### config.mk
export PLATFORM = sky130hd
export DESIGN_NAME = apu_cmd_sequencer
export DESIGN_NICKNAME = d
export VERILOG_FILES = /design/src/rtl/apu_cmd_sequencer.sv
export SDC_FILE = /design/constraint.sdc
export NUM_CORES = 1
export LEC_CHECK = 0
export ABC_AREA = 1
export CAP_MARGIN = 10
export CORE_MARGIN = 10
export CORE_UTILIZATION = 58
export CTS_BUF_LIST = sky130_fd_sc_hd__clkbuf_4
export CTS_CLUSTER_DIAMETER = 30
export DETAILED_ROUTE_END_ITERATION = 10
export DONT_BUFFER_PORTS = 1
export GPL_ROUTABILITY_DRIVEN = 0
export GPL_TIMING_DRIVEN = 1
export MAX_ROUTING_LAYER = met4
export PLACE_DENSITY = 0.76
export SETUP_SLACK_MARGIN = 0.2
export SYNTH_ARGS = -nofsm -noshare
export SYNTH_HDL_FRONTEND = slang
export SYNTH_SLANG_ARGS = --single-unit
### constraint.sdc
create_clock -name clk -period 3.5 [get_ports clk]
set_input_delay 1.05 -clock clk [delete_from_list [all_inputs] [get_ports clk]]
set_output_delay 1.05 -clock clk [all_outputs]
set_load 0.02 [all_outputs]
### src/rtl/apu_cmd_sequencer.sv
// Decodes nibble-encoded UART command bytes into APU square-channel register
// writes, delivered through a one-entry valid/ready holding register.
module apu_cmd_sequencer #(
  parameter int unsigned CLK_HZ     = 12000000,
  parameter int unsigned TIMEOUT_US = 10000
) (
  input  logic       clk,
  input  logic       reset,
  input  logic [7:0] rx_data,
  input  logic       rx_valid,
  output logic [2:0] wr_addr,
  output logic [7:0] wr_data,
  output logic       wr_valid,
  input  logic       wr_ready,
  output logic       restart,
  output logic       overflow,
  input  logic [2:0] shadow_rd_addr,
  output logic [7:0] shadow_rd_data
);

  localparam int unsigned TMO_CYCLES = (CLK_HZ / 1000000) * TIMEOUT_US;
  localparam int unsigned CNT_W      = (TMO_CYCLES > 1) ? $clog2(TMO_CYCLES + 1) : 1;
  localparam logic [CNT_W-1:0] TMO_LAST = CNT_W'((TMO_CYCLES > 0) ? TMO_CYCLES - 1 : 0);

  typedef enum logic {
    S_IDLE,
    S_STAGED
  } state_t;

  state_t           r_state;
  state_t           w_state_next;
  logic [2:0]       r_stage_addr;
  logic [3:0]       r_stage_lo;
  logic [CNT_W-1:0] r_tmo_cnt;
  logic [7:0]       r_shadow [8];
  logic [2:0]       r_wr_addr;
  logic [7:0]       r_wr_data;
  logic             r_wr_valid;
  logic             r_restart;
  logic             r_overflow;

  logic [2:0] w_addr;
  logic [3:0] w_nib;
  logic       w_hi;
  logic       w_lo_load;
  logic       w_commit;
  logic [3:0] w_lo;
  logic [7:0] w_commit_data;
  logic       w_handshake;

  // Byte layout: {channel, reg[1:0], hi/lo select, nibble[3:0]}.
  assign w_addr      = {rx_data[7], rx_data[6:5]};
  assign w_hi        = rx_data[4];
  assign w_nib       = rx_data[3:0];
  assign w_lo_load   = rx_valid && !w_hi;
  assign w_commit    = rx_valid && w_hi;
  assign w_handshake = r_wr_valid && wr_ready;

  // A staged low nibble only pairs with a high nibble for the same register.
  assign w_lo = (r_state == S_STAGED && r_stage_addr == w_addr)
              ? r_stage_lo : r_shadow[w_addr][3:0];
  assign w_commit_data = {w_nib, w_lo};

  always_ff @(posedge clk or posedge reset) begin
    if (reset) r_state <= S_IDLE;
    else       r_state <= w_state_next;
  end

  // NOTE: the default assignment first keeps this block free of inferred latches.
  always_comb begin
    w_state_next = r_state;
    case (r_state)
      S_IDLE: begin
        if (w_lo_load) w_state_next = S_STAGED;
      end
      S_STAGED: begin
        if (rx_valid)                   w_state_next = w_hi ? S_IDLE : S_STAGED;
        else if (r_tmo_cnt == TMO_LAST) w_state_next = S_IDLE;
      end
      default: w_state_next = S_IDLE;
    endcase
  end

  // The timeout counter only runs while a nibble stays staged.
  always_ff @(posedge clk or posedge reset) begin
    if (reset) begin
      r_stage_addr <= '0;
      r_stage_lo   <= '0;
      r_tmo_cnt    <= '0;
    end else begin
      if (w_lo_load) begin
        r_stage_addr <= w_addr;
        r_stage_lo   <= w_nib;
        r_tmo_cnt    <= '0;
      end else if (r_state == S_STAGED && w_state_next == S_STAGED) begin
        r_tmo_cnt <= r_tmo_cnt + CNT_W'(1);
      end else begin
        r_tmo_cnt <= '0;
      end
    end
  end

  // NOTE: the shadow array is reset because readback of 0x00 after reset is visible behaviour.
  always_ff @(posedge clk or posedge reset) begin
    if (reset) begin
      for (int i = 0; i < 8; i++) r_shadow[i] <= '0;
    end else if (w_commit) begin
      r_shadow[w_addr] <= w_commit_data;
    end
  end

  // Latest commit wins; replacing an unaccepted write marks it lost.
  always_ff @(posedge clk or posedge reset) begin
    if (reset) begin
      r_wr_addr  <= '0;
      r_wr_data  <= '0;
      r_wr_valid <= 1'b0;
      r_overflow <= 1'b0;
      r_restart  <= 1'b0;
    end else begin
      r_restart <= w_handshake && (r_wr_addr[1:0] == 2'd3);
      if (w_commit) begin
        r_wr_addr  <= w_addr;
        r_wr_data  <= w_commit_data;
        r_wr_valid <= 1'b1;
        if (r_wr_valid && !wr_ready) r_overflow <= 1'b1;
      end else if (w_handshake) begin
        r_wr_valid <= 1'b0;
      end
    end
  end

  assign wr_addr        = r_wr_addr;
  assign wr_data        = r_wr_data;
  assign wr_valid       = r_wr_valid;
  assign restart        = r_restart;
  assign overflow       = r_overflow;
  assign shadow_rd_data = r_shadow[shadow_rd_addr];

endmodule

==> flow_summary_export.csv <==
group,metric,value,unit
outcome,status,"complete, no violations",
routing,wire_per_inst,16.6,µm
grt,grt_pass1_wl,21.6,mm
yosys,syn_avg_cell_area,7.64,µm²
cts,cts.sinks,103,
timing,rsz0062_at_grt,"no",
yosys,synth-edff-count,0,
hold_path,hold_depth,1,
cts,cts-resized-gates,0,
floorplan,die_h,115,µm
place,dpl.hpwl,9.45,mm
critical_path,critPathArrivalTime,1.91,ns
place,dp_cells,777,
layout,seq_area,2580,µm²
floorplan,core_area,8810,µm²
power,power.switching,0.942,mW
cts,htree_levels,3,
grt,grt_use_total,20.9,%
timing,period_share,84.6,%
floorplan,die_w,115,µm
floorplan,pin_count,37,
yosys,yosys_warnings,0,
layout,diodes,0,
critical_path,critPathKind,"in -> out",
layout,area_growth,3.20,%
yosys,synth.most_common_cell,"nand2_1",
timing,fmax,338,MHz
power,p_int,1.72,mW
yosys,ys_ff_latch,103,
routing,drt_iter0_drc,379,
hold_path,min_path_type,"reg -> reg",
yosys,syn-instance-count,692,
power,power_density,489,nW/µm²
grt,gr-total-overflow,0,
critical_path,path_max_fanout,38,
critical_path,startpoint_type,"input pin",
yosys,synth_seq_area_share,48.8,%
critical_path,r2r_cells,8,
cts,clock_latency,0.46,ns
cts,cts_inserted_buffers,9,
layout,drive_gt1_share,9.64,%
place,port_buffers,0,
yosys,syn-num-nets,708,
routing,drc,0,
yosys,synthesis.area,5290,µm²
grt,antenna_found_initial,0,
routing,antenna_left,0,
timing,worst_clock_skew,0.0225,ns
yosys,synth_cell_types,36,
grt,use_met1,25.4,%
layout,num-fill-cells,812,
yosys,synthArstFlopShare,100,%
layout,final_nets,696,
timing,finalSetupViolations,0,
power,p_leak,2.68,nW
layout,utilization,61.9,%
yosys,netlist.area_leader.share,48.8,%
yosys,synth_top_cells_by_area,"dfrtp_1 (49%), nand2_1 (15%), o21ai_0 (5.8%), nand3_1 (5.5%), inv_1 (4.4%)",
grt,gr-max-usage-layer,"met2",
layout,layoutNonFillerInstCount,793,
yosys,synth_commonest_cells,"nand2_1 (206), dfrtp_1 (103), inv_1 (62)",
cts,clockRootBuffer,"clkbuf_4",
timing,finalMaxSlewViolations,0,
cts,cts_setup_buffers,0,
cts,path_clk_slew,0.16,ns
timing,slew_headroom,57.5,%
routing,first_pass_iters,5,
run,max_cap_viol_count,0,
place,placed_area,5320,µm²
yosys,synth_ff_type,"dfrtp_1",
timing,tightest_slew,0.636,ns
routing,vias,4599,
cts,cts_tree,"yes",
critical_path,worstPathRequired,2.45,ns
grt,grt_use_met3,4.86,%
floorplan,row_count,34,
cts,cts.path.max_buffers,2,
grt,grtUsageMet2,33.6,%
grt,grt_max_degree,76,
power,seq_power_share,57.9,%
timing,report.final.hold_viol_count,0,
critical_path,endpoint_kind,"output port",
power,switching_share,35.3,%
layout,multi_input_area,2290,µm²
power,comb_power_share,20.0,%
power,pwr-share-clk,22.1,%
routing,drt-total-wl,13.2,mm
floorplan,dieArea,13300,µm²
yosys,synth_area_leader_cell,"dfrtp_1",
cts,ctsHoldBuffers,0,
layout,fin_area,5460,µm²
floorplan,start_util,60.0,%
timing,finalSetupTns,0,ns
routing,via_per_inst,5.80,
power,peakVddDrop,0.328,mV
grt,grt_pass1_vias,4375,
timing,period_needed,2.96,ns
cells in the final DEF, fill, tap and decap left out, types with 4 or more instances in the layout:
cell / Yosys / final
a21oi_1: 16 / 16
clkbuf_4: 0 / 9
dfrtp_1: 103 / 103
inv_1: 62 / 61
inv_2: 12 / 12
nand2_1: 206 / 206
nand2_2: 8 / 8
nand2_4: 4 / 4
nand3_1: 58 / 58
nor2_1: 58 / 58
nor2_2: 9 / 9
nor2_4: 4 / 4
o21ai_0: 61 / 61
o21ai_1: 25 / 25
o21ai_2: 4 / 4
o22ai_1: 4 / 4
xor2_1: 4 / 4
power groups by stage:
stage                     clock network (mW)  registers [mW]  logic, mW
after floorplan                            0            1.52      0.427
after global placement                     0            1.56      0.507
after detailed placement                   0            1.56      0.531
after CTS                              0.606            1.54      0.532
after global routing                   0.646            1.57      0.607
final                                  0.588            1.54      0.534
stage by stage:
stage                     setup WS [ns]  power [mW]  hold slack, ns
after floorplan                   0.530        1.95           0.433
after global placement            0.596        2.07           0.447
after detailed placement          0.560        2.09           0.457
after CTS                         0.550        2.68           0.477
after global routing              0.459        2.82           0.497
final                             0.539        2.67           0.474
sequential cells by signal, indices dropped and copies added (netlist names):
signal,cells
wr_data,8
restart,1
r_shadow,64
r_state,1
r_stage_lo,4
r_tmo_cnt,17
overflow,1
wr_addr,3
wr_valid,1
r_stage_addr,3
metal layers:
metal	up-vias	part of all wire (%)
met2	194	48
met3	38	8.3
li1	2180	-
met1	2187	41
met4	0	3.0
met5	-	0
logic make-up (layout without fill, tap and decap cells):
kind of cell	count (synthesis)	in the layout	synth area share (%)
fa+ha+maj	1	1	0.237
compound gates	118	118	11.9
flops	103	103	48.8
xor+xnor	6	6	0.994
buf+inv	101	94	7.91
simple gates	363	363	30.2
path summary, 6_finish.rpt:
check,from,end,slack [ns]
setup / recovery,shadow_rd_addr[0],shadow_rd_data[0],0.54
hold / removal,r_tmo_cnt[0],r_tmo_cnt[0],0.47
setup reg to reg,r_tmo_cnt[0],r_tmo_cnt[5],1.76
hold reg to reg,r_tmo_cnt[0],r_tmo_cnt[0],0.47
max in group asynchronous,reset,r_shadow[33],2.21
min in group asynchronous,reset,restart,0.50
area by class of cell:
type / instances / share of cell area, %
Sequential cell: 103 / 47.2
Multi-Input combinational cell: 488 / 42.0
Inverter: 75 / 5.23
Tap cell: 108 / 2.48
Clock buffer: 9 / 1.24
Clock inverter: 7 / 1.17
Timing Repair Buffer: 3 / 0.642
worst max-delay path: stages:
cell	delay (ns)
clkinv_1	0.04
buf_4	0.20
a21oi_1	0.17
o21ai_0	0.09
o21ai_0	0.08
nand2_1	0.08
nand2_1	0.20
No activity file was read; power rests on OpenSTA's default activity.
